## config.mk

```make
export PLATFORM = sky130hd
export DESIGN_NAME = if_fetch_stage
export DESIGN_NICKNAME = d
export VERILOG_FILES = /design/src/rtl/if_pkg.sv /design/src/rtl/if_fetch_fifo.sv /design/src/rtl/if_fetch_stage.sv
export SDC_FILE = /design/constraint.sdc
export NUM_CORES = 1
export LEC_CHECK = 0
export CAP_MARGIN = 20
export CORE_AREA = 2 2 163 165
export DETAILED_ROUTE_END_ITERATION = 12
export DIE_AREA = 0 0 165 167
export PLACE_DENSITY = 0.69
export SYNTH_ARGS = -nofsm -noshare
export SYNTH_HDL_FRONTEND = slang
export SYNTH_SLANG_ARGS = --single-unit
```

## constraint.sdc

```tcl
create_clock -name CLK -period 9.2 [get_ports CLK]
set_input_delay 1.84 -clock CLK [delete_from_list [all_inputs] [get_ports CLK]]
set_output_delay 1.84 -clock CLK [all_outputs]
set_load 0.005 [all_outputs]
```

## src/rtl/if_pkg.sv

```systemverilog
// ============================================================================
// Module      : if_pkg
// Description : Shared types and constants for the instruction-fetch stage.
//               XLEN        - datapath width
//               IMEM_ALIGN  - instruction size / PC increment in bytes
//               NOP_INSTR   - canonical RV32 NOP (addi x0,x0,0)
//               fetch_entry_t - {pc, instr} pair handed to decode
// Revision    : 1.0 - initial release
// ============================================================================
`default_nettype none

package if_pkg;

    localparam int          XLEN       = 32;
    localparam int          IMEM_ALIGN = 4;
    localparam logic [31:0] NOP_INSTR  = 32'h0000_0013;

    typedef struct packed {
        logic [XLEN-1:0] pc;
        logic [XLEN-1:0] instr;
    } fetch_entry_t;

endpackage

`default_nettype wire

```

## src/rtl/if_fetch_fifo.sv

```systemverilog
// ============================================================================
// Module      : if_fetch_fifo
// Description : Circular fetch buffer holding {pc, instr} entries for decode.
//               Head entry is presented combinationally from storage. Push and
//               pop may occur in the same cycle, including when full or empty
//               (no bypass: an entry pushed into an empty buffer is visible
//               one cycle later). Flush empties the buffer in one cycle.
// Ports       : clk, rst           - clock, synchronous active-high reset
//               i_push, i_push_data - write an entry (caller guarantees room)
//               i_pop               - consume the head entry (ignored if empty)
//               i_flush             - discard all entries
//               o_head, o_empty, o_count - head entry, empty flag, occupancy
// Revision    : 1.0 - initial release
// ============================================================================
`default_nettype none

module if_fetch_fifo
    import if_pkg::*;
#(
    parameter int FIFO_DEPTH = 2
) (
    input  logic                        clk,
    input  logic                        rst,
    input  logic                        i_push,
    input  fetch_entry_t                i_push_data,
    input  logic                        i_pop,
    input  logic                        i_flush,
    output fetch_entry_t                o_head,
    output logic                        o_empty,
    output logic [$clog2(FIFO_DEPTH):0] o_count
);

    localparam int c_PW = $clog2(FIFO_DEPTH);
    localparam int c_CW = c_PW + 1;

    fetch_entry_t    r_mem [FIFO_DEPTH];
    logic [c_PW-1:0] r_wr_ptr;
    logic [c_PW-1:0] r_rd_ptr;
    logic [c_CW-1:0] r_count;
    logic            w_pop;

    assign w_pop = i_pop && (r_count != '0);

    // Depth is a power of two, so pointer wrap is the natural overflow.
    always_ff @(posedge clk) begin
        if (rst) begin
            r_wr_ptr <= '0;
            r_rd_ptr <= '0;
            r_count  <= '0;
            for (int i = 0; i < FIFO_DEPTH; i++) begin
                r_mem[i] <= '0;
            end
        end else if (i_flush) begin
            r_wr_ptr <= '0;
            r_rd_ptr <= '0;
            r_count  <= '0;
        end else begin
            if (i_push) begin
                r_mem[r_wr_ptr] <= i_push_data;
                r_wr_ptr        <= r_wr_ptr + 1'b1;
            end
            if (w_pop) begin
                r_rd_ptr <= r_rd_ptr + 1'b1;
            end
            r_count <= r_count + c_CW'(i_push) - c_CW'(w_pop);
        end
    end

    assign o_head  = r_mem[r_rd_ptr];
    assign o_empty = (r_count == '0);
    assign o_count = r_count;

endmodule

`default_nettype wire

```

## src/rtl/if_fetch_stage.sv

```systemverilog
// ============================================================================
// Module      : if_fetch_stage
// Description : Instruction-fetch stage. Issues sequential word-aligned
//               fetches starting at basic_addr+4, buffers in-order memory
//               responses and hands {pc, instr} to decode via valid/ready.
//               Redirects flush the buffer and discard in-flight fetches.
// Ports       : CLK, RSTn (synchronous, active-high despite the name)
//               basic_addr                  - reset PC
//               imem_req_valid/addr/ready   - fetch request channel
//               imem_rsp_valid/data         - in-order response, no backpressure
//               redirect_valid/redirect_pc  - branch/jump redirect pulse
//               id_valid/ready/pc/instr     - decode handshake
//               misalign_o                  - sticky misaligned-redirect flag
// Config      : `define IF_MISALIGN_CHK_EN enables misaligned-redirect
//               detection; otherwise redirect_pc[1:0] is forced to 0 and
//               misalign_o is tied low.
// Revision    : 1.0 - initial release
// ============================================================================
`default_nettype none

module if_fetch_stage
    import if_pkg::*;
#(
    parameter int FIFO_DEPTH      = 2,
    parameter int MAX_OUTSTANDING = 2
) (
    input  logic            CLK,
    input  logic            RSTn,
    input  logic [XLEN-1:0] basic_addr,
    output logic            imem_req_valid,
    output logic [XLEN-1:0] imem_req_addr,
    input  logic            imem_req_ready,
    input  logic            imem_rsp_valid,
    input  logic [XLEN-1:0] imem_rsp_data,
    input  logic            redirect_valid,
    input  logic [XLEN-1:0] redirect_pc,
    output logic            id_valid,
    input  logic            id_ready,
    output logic [XLEN-1:0] id_pc,
    output logic [XLEN-1:0] id_instr,
    output logic            misalign_o
);

    localparam int              c_OW         = $clog2(MAX_OUTSTANDING + 1);
    localparam int              c_TW         = (MAX_OUTSTANDING > 1) ? $clog2(MAX_OUTSTANDING) : 1;
    localparam logic [XLEN-1:0] c_PC_STEP    = XLEN'(IMEM_ALIGN);
    localparam logic [XLEN-1:0] c_ALIGN_MASK = XLEN'(IMEM_ALIGN - 1);

    logic [XLEN-1:0]             r_next_pc;
    logic [c_OW-1:0]             r_outstanding;
    logic [c_OW-1:0]             r_drop_cnt;
    logic [XLEN-1:0]             r_tag [MAX_OUTSTANDING];
    logic [c_TW-1:0]             r_tag_wr;
    logic [c_TW-1:0]             r_tag_rd;

    logic                        w_halt;
    logic [XLEN-1:0]             w_redirect_target;
    logic                        w_credit_ok;
    logic                        w_req_valid;
    logic                        w_accept;
    logic                        w_rsp;
    logic                        w_drop;
    logic                        w_push;
    logic                        w_pop;
    logic                        w_id_valid;
    logic [c_OW-1:0]             w_out_next;
    fetch_entry_t                w_push_entry;
    fetch_entry_t                w_head;
    logic                        w_fifo_empty;
    logic [$clog2(FIFO_DEPTH):0] w_fifo_count;

    function automatic logic [c_TW-1:0] tag_inc(input logic [c_TW-1:0] ptr);
        return (ptr == c_TW'(MAX_OUTSTANDING - 1)) ? '0 : ptr + 1'b1;
    endfunction

    // ------------------------------------------------------------------------
    // Optional misaligned-redirect detection
    // ------------------------------------------------------------------------
`ifdef IF_MISALIGN_CHK_EN
    logic r_misalign;

    always_ff @(posedge CLK) begin
        if (RSTn) begin
            r_misalign <= 1'b0;
        end else if (redirect_valid) begin
            r_misalign <= |(redirect_pc & c_ALIGN_MASK);
        end
    end

    assign w_halt            = r_misalign;
    assign w_redirect_target = redirect_pc;
`else
    assign w_halt            = 1'b0;
    assign w_redirect_target = redirect_pc & ~c_ALIGN_MASK;
`endif

    // ------------------------------------------------------------------------
    // Issue: every accepted request reserves a buffer slot (outstanding +
    // occupancy below depth), so a response can always be pushed.
    // ------------------------------------------------------------------------
    assign w_credit_ok = (int'(r_outstanding) + int'(w_fifo_count)) < FIFO_DEPTH;
    assign w_req_valid = !RSTn && !redirect_valid && !w_halt
                         && (r_outstanding < c_OW'(MAX_OUTSTANDING)) && w_credit_ok;
    assign w_accept    = w_req_valid && imem_req_ready;

    // ------------------------------------------------------------------------
    // Response: stale responses (older than the last redirect, or arriving in
    // the redirect cycle itself) are discarded.
    // ------------------------------------------------------------------------
    assign w_rsp        = !RSTn && imem_rsp_valid && (r_outstanding != '0);
    assign w_drop       = w_rsp && ((r_drop_cnt != '0) || redirect_valid);
    assign w_push       = w_rsp && !w_drop;
    assign w_out_next   = r_outstanding + c_OW'(w_accept) - c_OW'(w_rsp);
    assign w_push_entry = '{pc: r_tag[r_tag_rd], instr: imem_rsp_data};

    // A pop in the redirect cycle is visible to decode but the flush makes it
    // irrelevant internally.
    assign w_id_valid = !RSTn && !w_fifo_empty && !w_halt;
    assign w_pop      = w_id_valid && id_ready && !redirect_valid;

    always_ff @(posedge CLK) begin
        if (RSTn) begin
            r_next_pc     <= basic_addr + c_PC_STEP;
            r_outstanding <= '0;
            r_drop_cnt    <= '0;
            r_tag_wr      <= '0;
            r_tag_rd      <= '0;
        end else begin
            r_outstanding <= w_out_next;
            if (w_accept) begin
                r_tag[r_tag_wr] <= r_next_pc;
                r_tag_wr        <= tag_inc(r_tag_wr);
            end
            if (w_rsp) begin
                r_tag_rd <= tag_inc(r_tag_rd);
            end
            if (redirect_valid) begin
                // Everything still in flight after this cycle is stale.
                r_next_pc  <= w_redirect_target;
                r_drop_cnt <= w_out_next;
            end else begin
                if (w_accept) begin
                    r_next_pc <= r_next_pc + c_PC_STEP;
                end
                if (w_rsp && (r_drop_cnt != '0)) begin
                    r_drop_cnt <= r_drop_cnt - 1'b1;
                end
            end
        end
    end

    if_fetch_fifo #(
        .FIFO_DEPTH (FIFO_DEPTH)
    ) u_fifo (
        .clk         (CLK),
        .rst         (RSTn),
        .i_push      (w_push),
        .i_push_data (w_push_entry),
        .i_pop       (w_pop),
        .i_flush     (redirect_valid),
        .o_head      (w_head),
        .o_empty     (w_fifo_empty),
        .o_count     (w_fifo_count)
    );

    // All outputs read zero while reset is asserted.
    assign imem_req_valid = w_req_valid;
    assign imem_req_addr  = RSTn ? '0 : r_next_pc;
    assign id_valid       = w_id_valid;
    assign id_pc          = RSTn ? '0 : w_head.pc;
    assign id_instr       = RSTn ? '0 : w_head.instr;
    assign misalign_o     = !RSTn && w_halt;

endmodule

`default_nettype wire

```

==> results.py <==
metrics = {
    "routing": {
        "remaining_drc_errors": 0,
        "vias_per_cell": 5.17,
        "routed_wl_um": 25600,
        "firstDrtPassIters": 5,
        "wl_per_cell_um": 17.4,
        "final_antenna_net_count": 0,
        "vias": 7585,
        "drt_iter0_drc": 689,
    },
    "worst_setup_path": {
        "worstPathRequired_ps": 7360,
        "cp.arrival_ps": 4540,
        "cp_cell_sequence": "clkdlybuf4s50_1 > nor2_1 > buf_4 > inv_2 > nor4_1 > clkdlybuf4s50_1",
        "cp_common_cell": "clkdlybuf4s50_1",
        "cp-end-kind": "primary output",
        "cpMaxStageDelayCell": "clkdlybuf4s50_1",
        "critPathKind": "primary input to primary output",
        "r2r_slack_ps": 6000,
        "path_max_fanout": 20,
        "cp-start-kind": "primary input",
        "critical-path-max-stage-delay_ps": 910,
    },
    "floorplanning": {
        "core_area_sq_um": 25800,
        "die_w_um": 165,
        "die-area_sq_um": 27600,
        "die_y_um": 167,
        "rows": 59,
        "initial_utilization": 0.443,
        "io_pins": 201,
    },
    "grt": {
        "grt-ovfl-total": 0,
        "grt_pass1_vias": 7423,
        "grt_max_degree": 85,
        "grt_usage": 0.182,
        "grt_pass1_wl_um": 39500,
        "antenna_found_initial": 0,
    },
    "final_layout": {
        "syn_to_final_growth_pct": 27.2,
        "mostFrequentLayoutCell": "edfxtp_1",
        "layoutNonFillerInstCount": 1468,
        "design_area_sq_um": 14500,
        "layout_common_cells": "224 x edfxtp_1, 196 x clkdlybuf4s50_1, 167 x nor2_1",
        "drive_above_1_share": 0.0724,
        "nets": 1225,
        "antenna_cells": 0,
    },
    "sta": {
        "max_freq_mhz": 157,
        "grt_setup_unrepaired": "false",
        "finalHoldViolations": 0,
        "setup_viol": 0,
        "clock_skew_ps": 11.4,
        "post-route-min-period_ps": 6380,
        "final-max-slew-violation-count": 0,
        "relSlewSlack": 0.283,
        "worstMarginPinSlew_ps": 1080,
        "post-route-period-util": 0.694,
        "finalSetupTns_ps": 0,
    },
    "yosys": {
        "syn-instance-count": 931,
        "synthMuxAreaShare": 0.0947,
        "synth-simple-area-share": 0.182,
        "synth_top_family_by_area": "simple AND/OR/NAND/NOR gates",
        "synth_fp_nets": 1041,
        "yosys_register_bits": 236,
        "synthArstFlopShare": 0,
        "synth_cell_type_count": 63,
        "syn-cell-area_sq_um": 11400,
        "ys_seq_area_frac": 0.610,
        "synthAdderAreaFrac": 0.00942,
        "synth_compound_area_frac": 0.0440,
        "synth-xor-area-share": 0.0353,
        "synth_warnings": 0,
        "synth_flop_cell": "edfxtp_1",
        "synth_edf_count": 224,
        "syn_avg_cell_area_sq_um": 12.3,
    },
    "clock_tree": {
        "cts.sinks": 236,
        "cts_tree": "done",
        "holdBufCountCts": 0,
        "cts_buffers": 24,
        "root_buffer": "clkbuf_16",
        "postCtsSetupBuffers": 0,
        "insertion_delay_ps": 510,
        "clk_path_buf_depth": 3,
        "htree_levels": 1,
        "clk_pin_slew_ps": 60,
        "cts.repair.resized": 0,
    },
    "run_status": {
        "outcome": "finished, final reports clean",
    },
    "placed_design": {
        "placed_area_sq_um": 13700,
        "dp_hpwl_um": 17100,
        "io_buffers": 197,
        "dp_cells": 1424,
        "globalplace.congestion": 0.887,
    },
    "power_and_ir_drop": {
        "powerDensity_nw_per_um2": 176,
        "power.leakage_nw": 4.98,
        "irDropWorstVdd_mv": 0.128,
    },
    "flow_run": {
        "cap_violations": 0,
    },
    "worst_hold_path": {
        "hold_class": "flip-flop to flip-flop",
    },
}
## Yosys cell counts (6+ instances only)
| cell type | count | area share |
|---|---|---|
| a21oi_1 | 10 | 0.0044 |
| and2_1 | 69 | 0.038 |
| and3_1 | 11 | 0.0060 |
| and4_1 | 6 | 0.0046 |
| buf_2 | 9 | 0.0039 |
| clkbuf_1 | 35 | 0.012 |
| dfxtp_1 | 12 | 0.021 |
| edfxtp_1 | 224 | 0.59 |
| ha_1 | 7 | 0.0077 |
| inv_1 | 14 | 0.0046 |
| mux2i_1 | 107 | 0.094 |
| nand2_1 | 39 | 0.013 |
| nand3_1 | 21 | 0.0092 |
| nand4_1 | 12 | 0.0066 |
| nor2_1 | 170 | 0.056 |
| nor2b_1 | 34 | 0.019 |
| nor3_1 | 6 | 0.0026 |
| o21ai_0 | 12 | 0.0053 |
| o31ai_1 | 6 | 0.0039 |
| xnor2_1 | 31 | 0.024 |
| xor2_1 | 15 | 0.012 |
## power by group
part / total, mW / switching [mW] / internal, mW
Sequential: 1.30 / 0.0561 / 1.24
Combinational: 0.267 / 0.124 / 0.143
Clock: 1.00 / 0.394 / 0.608
Total: 2.56 / 0.574 / 1.99
## cells by family (layout without fill, tap and decap cells)
logic type	count (synthesis)	after routing
AND/OR/NAND/NOR	400	400
multiplexers	108	108
adder cells (fa/ha/maj)	8	8
buffers and inverters	66	268
XOR/XNOR	46	46
flip-flops	236	236
AO/OA/AOI/OAI	66	66
other	1	1
## final timing paths
check	to	depth (start not counted)	start
min	r_tag[0][0]	0	r_next_pc[0]
min reg2reg	r_tag[0][0]	0	r_next_pc[0]
max reg2reg	u_fifo.r_mem[1][15]	7	r_drop_cnt[0]
max	imem_req_valid	6	redirect_valid
## per-layer routing
metal / wire length (um) / GRT usage / up-vias / part of all wire
met3: 1490 / 0.0274 / 33 / 0.058
met4: 502 / 0.0465 / 0 / 0.020
met2: 12000 / 0.298 / 231 / 0.47
met1: 11500 / 0.254 / 3608 / 0.45
li1: - / - / 3713 / -
met5: 0 / 0 / - / 0
## worst max-delay path: cells and delay by family
| family | cells | cell delay, ps |
|---|---|---|
| and+or+nand+nor | 2 | 720 |
| buffers and inverters | 4 | 1970 |
## stage by stage
step	setup slack (ps)	utilization	hold slack, ps	power, mW
2_1_floorplan	4710	-	437	1.43
3_5_place_dp	2840	0.532	474	1.59
6_report	2820	0.564	482	2.56
5_1_grt	2640	0.564	489	2.65
4_1_cts	2830	0.564	489	2.58
3_3_place_gp	2780	0.531	460	1.58
## final cells by class
class / count / area [sq um]
fill: 2098 / 11200
sequential: 236 / 6970
multi-input combinational: 629 / 4190
timing repair buffer: 209 / 2070
clock buffer: 28 / 637
tap: 335 / 419
clock inverter: 16 / 181
inverter: 15 / 56.3
## flip-flops by register name (all words and copies together) (netlist names), named ones only
| register | flops |
|---|---|
| r_drop_cnt | 2 |
| r_next_pc | 32 |
| r_outstanding | 2 |
| r_tag | 64 |
| r_tag_rd | 1 |
| r_tag_wr | 1 |
| u_fifo.o_count | 2 |
| u_fifo.r_mem | 128 |
| u_fifo.r_rd_ptr | 1 |
| u_fifo.r_wr_ptr | 1 |
No activity file was read; power rests on OpenSTA's default activity.
==> RTL edit (same settings) <==
Set the parameter `MAX_OUTSTANDING` to 4 (it was 2).
--- a/src/rtl/if_fetch_stage.sv
+++ b/src/rtl/if_fetch_stage.sv
@@ -23,5 +23,5 @@
 #(
     parameter int FIFO_DEPTH      = 2,
-    parameter int MAX_OUTSTANDING = 2
+    parameter int MAX_OUTSTANDING = 4
 ) (
     input  logic            CLK,
Check against the original RTL: no difference found for any inputs over 4 cycles, from zero or initial values and one cycle with RSTn high; that may be too few to reach the edited logic, so the function may still have changed.
==> RTL edit against the unedited design <==
Global-route usage up 4.3 points; count of clock-buffer cells in the layout up 11; total power up 29%; setup slack better by 0.52 ns; clock skew down 0.0035 ns; routed wire length up 21%; register-to-register slack worse by 0.62 ns; final area up 19%; clock power up 13%; sequential cell count up 69; cell count up 7.6%; area after synthesis up 24%; critical path type unchanged.
==> RTL edit: results (changes against the unedited design) <==
metric,value,unit,change
skew final,0.00798,ns,-0.00346 ns
slowest cell delay on critical path,0.60,ns,-0.31 ns
syn_nets,1163,,+12%
Cells after DPL,1525,,+7.1%
Commonest cells post-synth,"edfxtp_1, nor2_1, and3_1, and2_1, mux2i_1",,
clock-net power,1.13,mW,+13%
hpwl dp,19100,um,+12%
status,completed,,
P_sw,0.792,mW,+38%
Fin Hold WS,0.503,ns,+0.0213 ns
crit path DAT,4.02,ns,-0.52 ns
sequential power,1.70,mW,+31%
layout cells sized above 1,9.00,%,+1.8 points
post-synthesis sequential area ratio,63.5,%,+2.5 points
"Non-clock buffers, area share",11.9,%,-2.4 points
biggest registers after layout,"r_tag (128), u_fifo.r_mem (128), r_next_pc (32)",,
dpl cell area,16400,um^2,+20%
clock insertion delay at the later pin of the skew report,0.54,ns,+0.03 ns
RR Endpoint,u_fifo.r_mem[0][40],,
Peak VDD IR,0.000136,V,+6.0%
RR Startpoint,r_outstanding[1],,
vias in the first global route,8903,,+20%
Reg area,9000,um^2,+29%
Hold EP,u_fifo.r_wr_ptr,,
Non-clk invs,20,,+5
hold_sp,u_fifo.r_wr_ptr,,
RTL edit: worst max path at each step:
stage / startpoint / slack [ns] / endpoint / cells past startpoint
4_1_cts: redirect_valid / 3.34 / imem_req_valid / 7
3_5_place_dp: redirect_valid / 3.34 / imem_req_valid / 7
2_1_floorplan: RSTn / 1.42 / u_fifo.r_mem[0][0] / 5
6_report: redirect_valid / 3.34 / imem_req_valid / 7
3_3_place_gp: redirect_valid / 3.35 / imem_req_valid / 7
5_1_grt: redirect_valid / 3.14 / imem_req_valid / 7
RTL edit: per-layer routing:
metal	global-route usage [%]	vias up	part of all wire, %
li1	-	4242	-
met1	32.6	4377	44
met2	36.5	340	47
met3	3.09	34	7.1
met4	5.03	0	1.6
met5	0	-	0
RTL edit: logic make-up after synthesis:
logic type      count (synthesis)  synth area share (%)
simple gates                  416                  16.0
flops                         305                  63.5
mux                           105                  10.3
buf+inv                        85                  2.37
compound gates                 68                  3.27
xor+xnor                       51                  3.15
fa+ha+maj                      15                  1.43
other cells                     1                0.0265
